--- src/rtl/ccg_resp_misr.sv ---
// Output-response compactor: accepts response vectors over valid/ready, folds them into a
// Galois MISR and compares the final signature against a golden value after num_vec vectors.
module ccg_resp_misr #(
    parameter int                   RESP_W = 10,
    parameter int                   SIG_W  = 16,
    parameter int                   CNT_W  = 21,
    parameter logic [SIG_W-1:0]     POLY   = 16'h002D,
    parameter logic [SIG_W-1:0]     SEED   = 16'hFFFF
) (
    input  logic               clk,
    input  logic               rst_n,
    input  logic               start,
    input  logic [CNT_W-1:0]   num_vec,
    input  logic [SIG_W-1:0]   golden,
    input  logic               resp_valid,
    input  logic [RESP_W-1:0]  resp_data,
    output logic               resp_ready,
    output logic               busy,
    output logic               done,
    output logic               pass,
    output logic [SIG_W-1:0]   signature,
    output logic [CNT_W-1:0]   vec_count
);

    typedef enum logic [1:0] {
        ST_IDLE = 2'd0,
        ST_RUN  = 2'd1,
        ST_DONE = 2'd2
    } state_t;

    state_t             state_r;
    logic               busy_r;
    logic               done_r;
    logic               pass_r;
    logic [SIG_W-1:0]   sig_r;
    logic [CNT_W-1:0]   count_r;
    logic [CNT_W-1:0]   num_vec_r;
    logic [SIG_W-1:0]   golden_r;

    logic               handshake_s;
    logic [SIG_W-1:0]   next_sig_s;
    logic [CNT_W-1:0]   next_count_s;

    // One Galois MISR step: shift left, feed the MSB back through POLY, xor in the data.
    function automatic logic [SIG_W-1:0] misr_step(input logic [SIG_W-1:0] sig,
                                                   input logic [RESP_W-1:0] data);
        logic [SIG_W-1:0] fb;
        fb = sig[SIG_W-1] ? POLY : {SIG_W{1'b0}};
        misr_step = {sig[SIG_W-2:0], 1'b0} ^ fb ^ SIG_W'(data);
    endfunction

    // Next-state datapath values for an accepted vector.
    always_comb begin
        handshake_s  = resp_valid & (state_r == ST_RUN);
        next_sig_s   = misr_step(sig_r, resp_data);
        next_count_s = count_r + CNT_W'(1);
    end

    // Run-control FSM with registered status flags and compaction datapath.
    always_ff @(posedge clk or negedge rst_n) begin
        if (!rst_n) begin
            state_r   <= ST_IDLE;
            busy_r    <= 1'b0;
            done_r    <= 1'b0;
            pass_r    <= 1'b0;
            sig_r     <= SEED;
            count_r   <= {CNT_W{1'b0}};
            num_vec_r <= {CNT_W{1'b0}};
            golden_r  <= {SIG_W{1'b0}};
        end else begin
            case (state_r)
                ST_IDLE, ST_DONE: begin
                    if (start) begin
                        sig_r     <= SEED;
                        count_r   <= {CNT_W{1'b0}};
                        num_vec_r <= num_vec;
                        golden_r  <= golden;
                        if (num_vec != {CNT_W{1'b0}}) begin
                            state_r <= ST_RUN;
                            busy_r  <= 1'b1;
                            done_r  <= 1'b0;
                            pass_r  <= 1'b0;
                        end else begin
                            // Empty run: the seed itself is the final signature.
                            state_r <= ST_DONE;
                            busy_r  <= 1'b0;
                            done_r  <= 1'b1;
                            pass_r  <= (SEED == golden);
                        end
                    end
                end
                ST_RUN: begin
                    if (handshake_s) begin
                        sig_r   <= next_sig_s;
                        count_r <= next_count_s;
                        if (next_count_s == num_vec_r) begin
                            state_r <= ST_DONE;
                            busy_r  <= 1'b0;
                            done_r  <= 1'b1;
                            pass_r  <= (next_sig_s == golden_r);
                        end
                    end
                end
                default: begin
                    state_r <= ST_IDLE;
                    busy_r  <= 1'b0;
                    done_r  <= 1'b0;
                    pass_r  <= 1'b0;
                end
            endcase
        end
    end

    assign resp_ready = (state_r == ST_RUN);
    assign busy       = busy_r;
    assign done       = done_r;
    assign pass       = pass_r;
    assign signature  = sig_r;
    assign vec_count  = count_r;

endmodule

--- config.mk ---
export PLATFORM = sky130hd
export DESIGN_NAME = ccg_resp_misr
export DESIGN_NICKNAME = d
export VERILOG_FILES = /design/src/rtl/ccg_resp_misr.sv
export SDC_FILE = /design/constraint.sdc
export NUM_CORES = 1
export LEC_CHECK = 0
export ABC_AREA = 1
export CORE_MARGIN = 2
export CORE_UTILIZATION = 52
export CTS_BUF_LIST = sky130_fd_sc_hd__clkbuf_16
export CTS_CLUSTER_DIAMETER = 120
export CTS_CLUSTER_SIZE = 12
export DETAILED_ROUTE_END_ITERATION = 12
export PLACE_DENSITY = 0.81
export SLEW_MARGIN = 40
export SYNTH_ARGS = -nofsm -noshare
export SYNTH_HDL_FRONTEND = slang
export SYNTH_SLANG_ARGS = --single-unit
--- constraint.sdc ---
create_clock -name clk -period 2.5 [get_ports clk]
set_input_delay 0.25 -clock clk [delete_from_list [all_inputs] [get_ports clk]]
set_output_delay 0.25 -clock clk [all_outputs]
set_load 0.01 [all_outputs]
==> flow_summary.rst, run 1 <==
.. list-table::
   :header-rows: 1

   * - Metric
     - Value
   * - Worst-path cell chain
     - ha_1 -> nand2_2 -> nor2_4 -> nand3_4 -> clkinv_2 -> nand3_1 -> nand2_1 -> nand2_1 -> nand2_1 -> nand2_1 -> nor2_1 -> nand3_2 -> nand2_2 -> nand2_1 -> nand2_1
   * - Drt total wl
     - 12.3 mm
   * - Crit. path cell count
     - 15
   * - Status
     - finished, final reports clean
   * - Count of cells resized by post-cts repair
     - 0
   * - Placeable core region
     - 0.00818 mm^2
   * - Final core utilization
     - 0.703
   * - Top cells by count, synth
     - sky130_fd_sc_hd__nand2_1 (153), sky130_fd_sc_hd__inv_1 (73), sky130_fd_sc_hd__nor2_1 (65), sky130_fd_sc_hd__dfrtp_1 (62), sky130_fd_sc_hd__nand3_1 (43)
   * - Worst reg2reg endpoint
     - busy
   * - Vias post-DR
     - 4272
   * - Syn. warnings
     - 0
   * - Register-to-register path setup slack
     - 0.23 ns
   * - Post-Synthesis Net Count
     - 631
   * - Ratio of routed vias to standard cells
     - 5.45
   * - Cell row count
     - 33
   * - Summed instance area of the synthesized netlist
     - 0.00438 mm^2
   * - Highest cell delay on the worst timing path
     - 0.45 ns
   * - CTS tree
     - built
   * - Vias in the first global route
     - 4284
   * - Area contributors post-synth
     - sky130_fd_sc_hd__dfrtp_1 (35%), sky130_fd_sc_hd__nand2_1 (13%), sky130_fd_sc_hd__dfstp_2 (9.6%)
   * - Count of cell types in the netlist
     - 35
   * - Largest voltage drop on the vdd net
     - 762 uV
   * - Insertion delay of the later-clocked pin in the worst-skew pair
     - 0.34 ns
   * - Library cell occupying the most area in the post-synthesis netlist
     - sky130_fd_sc_hd__dfrtp_1
   * - Sum of overflow across all layers after global routing
     - 0
   * - Inst Count DP
     - 767
   * - Height of the die
     - 95.8 um
   * - Area fraction of the dominant cell type after synthesis
     - 0.354
   * - Static leakage power
     - 2.63 nW
   * - Seq/Total Area, Yosys
     - 0.450
   * - Number of synthesized flops with an enable pin
     - 0
   * - Wire length of the first global-routing pass
     - 19.8 mm
   * - Final weighted congestion of routability-driven global placement
     - 0.947
   * - Pre-CTS setup slack
     - 0.294 ns
   * - Buffers plus inverters on the worst setup path
     - 1
   * - Mean cell area of the mapped netlist
     - 7.57 um^2
   * - Number of antenna violations at the first check in global routing
     - 0
   * - Port Buf Inserts
     - 91
   * - Clock transition at path regs
     - 0.06 ns
   * - Total power
     - 5.85 mW
   * - Reg-to-Reg Start
     - vec_count[0]
   * - Root Buffer
     - sky130_fd_sc_hd__clkbuf_16
   * - Crit path max-delay cell type
     - sky130_fd_sc_hd__dfrtp_1
   * - Final number of max-transition violations
     - 0
   * - Antenna-violating nets left
     - 0
   * - FF-to-FF path depth
     - 15
   * - Maximum fanout along the worst path
     - 7
   * - Clock buffer count from CTS
     - 9
   * - Slew Limit Headroom
     - 0.518
   * - Endpoint required time on the critical path
     - 2.77 ns
   * - Max Root-Sink Buffers
     - 2
   * - Unrepaired setup endpoints after global routing
     - false
   * - Die extent in x
     - 95.8 um
   * - Setup crit end kind
     - flip-flop
   * - Final period demand of the worst path
     - 2.27 ns
   * - H-tree Lvls
     - 3
   * - Iter 0 DRT Violations
     - 241
   * - Initial standard-cell utilization of the core
     - 0.536
   * - Crit share post-route
     - 0.909
   * - Min-delay worst type
     - primary input to asynchronous set/reset pin
   * - Arrival @ worst endpoint
     - 2.55 ns
   * - Synthesis-to-finish area growth
     - 31.2%
   * - # setup viols final
     - 0
   * - Cell occurring most often along the worst timing path
     - sky130_fd_sc_hd__nand2_1
   * - Crit start category
     - flip-flop
   * - Layout Cells excl Fill
     - 784
   * - Fraction of synthesis flops using an asynchronous set or reset pin
     - 1.00
   * - Antenna Cells
     - 0
   * - Post-synthesis instance total
     - 579
   * - Final Net Count
     - 726
   * - Ports
     - 92
   * - Main synth FF type
     - sky130_fd_sc_hd__dfrtp_1
   * - Maximum number of pins on one net before global-route repair
     - 79
   * - Hold violation total from the final report
     - 0
   * - Worst Max-Slew Pin Slew
     - 0.723 ns
   * - Post-synthesis register bit count
     - 78
   * - Power density cells
     - 1020 mW/mm^2
   * - Number of max-cap violations
     - 0
   * - Total global routing track utilization
     - 0.285
   * - Cell area after placement
     - 0.00542 mm^2
   * - Ratio of cells with drive above 1 in the final layout
     - 0.100
   * - Setup TNS
     - 0 ns
   * - Crit path max-delay family
     - simple AND/OR/NAND/NOR gates
   * - Detailed-routing iteration count for the pre-antenna-repair pass
     - 5
   * - Most instantiated library cell after synthesis
     - sky130_fd_sc_hd__nand2_1
   * - Non-Filler Cell Area, Final
     - 0.00575 mm^2
   * - Final worst clock skew
     - 0.0101 ns
   * - Post-Route Hold Slack
     - 0.505 ns
   * - Die area
     - 0.00917 mm^2
   * - Routed wire length per instance
     - 15.7 um
   * - Final worst slack
     - 0.228 ns
   * - DR DRC count
     - 0
   * - Clock sink count
     - 78
   * - Fmax
     - 0.440 GHz
   * - Half-perimeter wire length after detailed placement
     - 9.01 mm
   * - Worst setup path class
     - flip-flop to flip-flop
-- routing by layer --
| layer | track usage | vias up | part of all wire |
|---|---|---|---|
| li1 | - | 2071 | - |
| met1 | 0.345 | 2026 | 0.41 |
| met2 | 0.487 | 150 | 0.50 |
| met3 | 0.0666 | 25 | 0.061 |
| met4 | 0.118 | 0 | 0.026 |
| met5 | 0 | - | 0 |
-- layout by cell type, fill, tap and decap left out, types with 2 or more instances in the layout --
| master | n |
|---|---|
| sky130_fd_sc_hd__a21oi_1 | 23 |
| sky130_fd_sc_hd__a22oi_1 | 4 |
| sky130_fd_sc_hd__a31oi_1 | 5 |
| sky130_fd_sc_hd__and2_1 | 2 |
| sky130_fd_sc_hd__buf_4 | 5 |
| sky130_fd_sc_hd__bufinv_16 | 2 |
| sky130_fd_sc_hd__clkbuf_16 | 9 |
| sky130_fd_sc_hd__clkdlybuf4s50_1 | 90 |
| sky130_fd_sc_hd__clkinv_2 | 2 |
| sky130_fd_sc_hd__dfrtp_1 | 62 |
| sky130_fd_sc_hd__dfstp_2 | 16 |
| sky130_fd_sc_hd__inv_1 | 74 |
| sky130_fd_sc_hd__inv_2 | 3 |
| sky130_fd_sc_hd__mux2_2 | 7 |
| sky130_fd_sc_hd__nand2_1 | 152 |
| sky130_fd_sc_hd__nand2_2 | 5 |
| sky130_fd_sc_hd__nand3_1 | 43 |
| sky130_fd_sc_hd__nand3b_1 | 5 |
| sky130_fd_sc_hd__nand4_1 | 16 |
| sky130_fd_sc_hd__nor2_1 | 65 |
| sky130_fd_sc_hd__nor2_2 | 3 |
| sky130_fd_sc_hd__nor2_4 | 4 |
| sky130_fd_sc_hd__nor4_1 | 6 |
| sky130_fd_sc_hd__o21ai_0 | 21 |
| sky130_fd_sc_hd__o21ai_1 | 3 |
| sky130_fd_sc_hd__o22ai_1 | 15 |
| sky130_fd_sc_hd__or2_2 | 5 |
| sky130_fd_sc_hd__xnor2_1 | 10 |
| sky130_fd_sc_hd__xor2_1 | 10 |
-- power breakdown --
| part | internal (mW) | switching, mW |
|---|---|---|
| Clock | 0.871 | 0.533 |
| Combinational | 0.996 | 1.28 |
| Sequential | 1.79 | 0.384 |
-- how the worst max path moves through the flow --
stage                             from         end  slack [ns]
after floorplan           vec_count[0]        busy        0.59
after global placement    vec_count[0]        busy        0.42
after detailed placement  vec_count[0]        busy        0.29
after CTS                 vec_count[0]        busy        0.24
after global routing      vec_count[0]  state_r[0]       0.006
final                     vec_count[0]        busy        0.23
-- cells by family after synthesis --
group,share of synthesized area
compound gates,0.0908
simple gates,0.318
fa+ha+maj,0.00286
mux,0.0180
flops,0.450
buf+inv,0.0800
xor+xnor,0.0400
-- registers in the layout, summed over array words and instances, names as in the netlist --
register   count
signature     16
vec_count     21
busy           1
num_vec_r     21
golden_r      16
state_r        2
pass           1
-- area by class of cell --
cell class / count / area, um^2
Fill cell: 654 / 2430
Sequential cell: 78 / 1970
Multi-Input combinational cell: 410 / 2060
Clock buffer: 9 / 225
Timing Repair Buffer: 98 / 980
Tap cell: 105 / 131
Inverter: 77 / 290
Clock inverter: 7 / 90.1
-- timing repair --
| action | 4_1_cts | 5_1_grt |
|---|---|---|
| hold buffers | 1 | 0 |
| buffers inserted | 0 | 0 |
| hold endpoints to repair | 62 | 0 |
(Power assumes the default switching activity.)
==> run 2, diff against run 1 <==
HOLD_SLACK_MARGIN = 0.12   (was not set)
PLACE_DENSITY = not set   (was 0.81)
PLACE_DENSITY_LB_ADDON = 0.25   (was not set)
==> flow_summary.rst, run 2 (synthesis results as in run 1) <==
.. list-table::
   :header-rows: 1

   * - Metric
     - Value
   * - Status
     - finished, final reports clean
   * - Antenna Cells
     - 0
   * - Crit path max-delay cell type
     - sky130_fd_sc_hd__dfrtp_2
   * - Drt total wl
     - 12.1 mm
   * - Power density cells
     - 1020 mW/mm^2
   * - H-tree Lvls
     - 3
   * - Number of max-cap violations
     - 0
   * - DR DRC count
     - 0
   * - Vias in the first global route
     - 4248
   * - Final worst clock skew
     - 0.00566 ns
   * - Crit share post-route
     - 0.918
   * - Cell area after placement
     - 0.00542 mm^2
   * - Final worst slack
     - 0.206 ns
   * - Total power
     - 5.86 mW
   * - Total global routing track utilization
     - 0.286
   * - # setup viols final
     - 0
   * - Maximum fanout along the worst path
     - 7
   * - Max Root-Sink Buffers
     - 2
   * - Top library cells by usage in the layout, fill and taps aside
     - sky130_fd_sc_hd__nand2_1 (152), sky130_fd_sc_hd__clkdlybuf4s50_1 (90), sky130_fd_sc_hd__inv_1 (73), sky130_fd_sc_hd__nor2_1 (65), sky130_fd_sc_hd__dfrtp_1 (60)
   * - Arrival @ worst endpoint
     - 2.56 ns
   * - Worst-path cell chain
     - ha_1 -> nand2_2 -> nor2_4 -> nand3_4 -> clkinv_2 -> nand3_1 -> nand2_1 -> nand2_1 -> nand2_1 -> nand2_1 -> nor2_1 -> nand3_2 -> nand2_2 -> nand2_1 -> nand2_1
   * - Ports
     - 92
   * - Buffers plus inverters on the worst setup path
     - 1
   * - Commonest non-fill, non-tap cell in the layout
     - sky130_fd_sc_hd__nand2_1
   * - Clock buffer count from CTS
     - 9
   * - Fmax
     - 0.436 GHz
   * - Slew Limit Headroom
     - 0.531
   * - Detailed-routing iteration count for the pre-antenna-repair pass
     - 5
   * - Number of antenna violations at the first check in global routing
     - 0
   * - CTS tree
     - built
   * - Ratio of routed vias to standard cells
     - 5.47
   * - Setup crit end kind
     - flip-flop
   * - Initial standard-cell utilization of the core
     - 0.536
   * - Final number of max-transition violations
     - 0
   * - Largest voltage drop on the vdd net
     - 641 uV
   * - Static leakage power
     - 2.62 nW
   * - Insertion delay of the later-clocked pin in the worst-skew pair
     - 0.33 ns
   * - Routed wire length per instance
     - 15.4 um
   * - Endpoint required time on the critical path
     - 2.77 ns
   * - Clock sink count
     - 78
   * - Port Buf Inserts
     - 91
   * - Pre-CTS setup slack
     - 0.256 ns
   * - Root Buffer
     - sky130_fd_sc_hd__clkbuf_16
   * - Die area
     - 0.00917 mm^2
   * - Antenna-violating nets left
     - 0
   * - Post-CTS setup repair buffer count
     - 0
   * - Crit path max-delay family
     - simple AND/OR/NAND/NOR gates
   * - Final period demand of the worst path
     - 2.29 ns
   * - Worst Max-Slew Pin Slew
     - 0.703 ns
   * - Iter 0 DRT Violations
     - 279
   * - Wire length of the first global-routing pass
     - 20.0 mm
   * - Min-delay worst type
     - primary input to flip-flop
   * - Setup TNS
     - 0 ns
   * - Height of the die
     - 95.8 um
   * - Maximum number of pins on one net before global-route repair
     - 79
   * - Unrepaired setup endpoints after global routing
     - false
   * - Sum of overflow across all layers after global routing
     - 0
   * - Cell occurring most often along the worst timing path
     - sky130_fd_sc_hd__nand2_1
   * - Cell row count
     - 33
   * - Ratio of cells with drive above 1 in the final layout
     - 0.105
   * - Final Net Count
     - 726
   * - Half-perimeter wire length after detailed placement
     - 8.99 mm
   * - Clock transition at path regs
     - 0.06 ns
   * - Non-Filler Cell Area, Final
     - 0.00576 mm^2
   * - Die extent in x
     - 95.8 um
   * - Highest cell delay on the worst timing path
     - 0.42 ns
   * - Crit start category
     - flip-flop
   * - Post-Route Hold Slack
     - 0.495 ns
   * - Vias post-DR
     - 4285
   * - Synthesis-to-finish area growth
     - 31.4%
   * - Placeable core region
     - 0.00818 mm^2
   * - Worst setup path class
     - flip-flop to flip-flop
   * - Hold violation total from the final report
     - 0
   * - Final weighted congestion of routability-driven global placement
     - 1.00
[run 2: report_power, final]
part / leakage, nW / switching [mW] / internal, mW
registers: 0.937 / 0.394 / 1.80
clock network: 0.150 / 0.538 / 0.878
logic: 1.53 / 1.26 / 0.996
[run 2: path summary, 6_finish.rpt]
kind | from | to | slack [ns] | cells after the start
setup / recovery | vec_count[0] | busy | 0.21 | 15
hold / removal | num_vec[14] | num_vec_r[14] | 0.50 | 3
setup reg to reg | vec_count[0] | busy | 0.21 | 15
hold reg to reg | golden_r[13] | golden_r[13] | 0.50 | 2
max in group asynchronous | rst_n | vec_count[0] | 1.46 | 2
min in group asynchronous | rst_n | num_vec_r[13] | 0.51 | 2
[run 2: cell type report]
type,instances,area (um^2)
Inverter,77,290
Clock buffer,9,225
Timing Repair Buffer,98,980
Sequential cell,78,1970
Clock inverter,7,96.3
Fill cell,665,2420
Multi-Input combinational cell,410,2060
Tap cell,105,131
[run 2: tightest hold or removal path, stage by stage]
cell	delay, ns
sky130_fd_sc_hd__clkdlybuf4s50_1	0.39
sky130_fd_sc_hd__inv_1	0.07
sky130_fd_sc_hd__o21ai_0	0.08
[run 2: per-stage QoR]
step                      instances   util
final                           784  0.704
after global routing            784  0.704
after CTS                       784  0.704
after detailed placement        767  0.663
after global placement          767  0.663
after floorplan                 579      -
[run 2: routing by layer]
metal / share of wire / GRT usage / wire length [um] / vias to the layer above
met3: 0.068 / 0.0564 / 826 / 26
met4: 0.026 / 0.121 / 309 / 0
met1: 0.40 / 0.343 / 4840 / 2006
met5: 0 / 0 / 0 / -
met2: 0.51 / 0.498 / 6130 / 179
li1: - / - / - / 2074
[run 2: timing repair]
action,CTS,global route
gates resized for setup,0,2
hold buffers,1,0
endpoints found under the setup margin,0,4
hold endpoints to repair,62,0
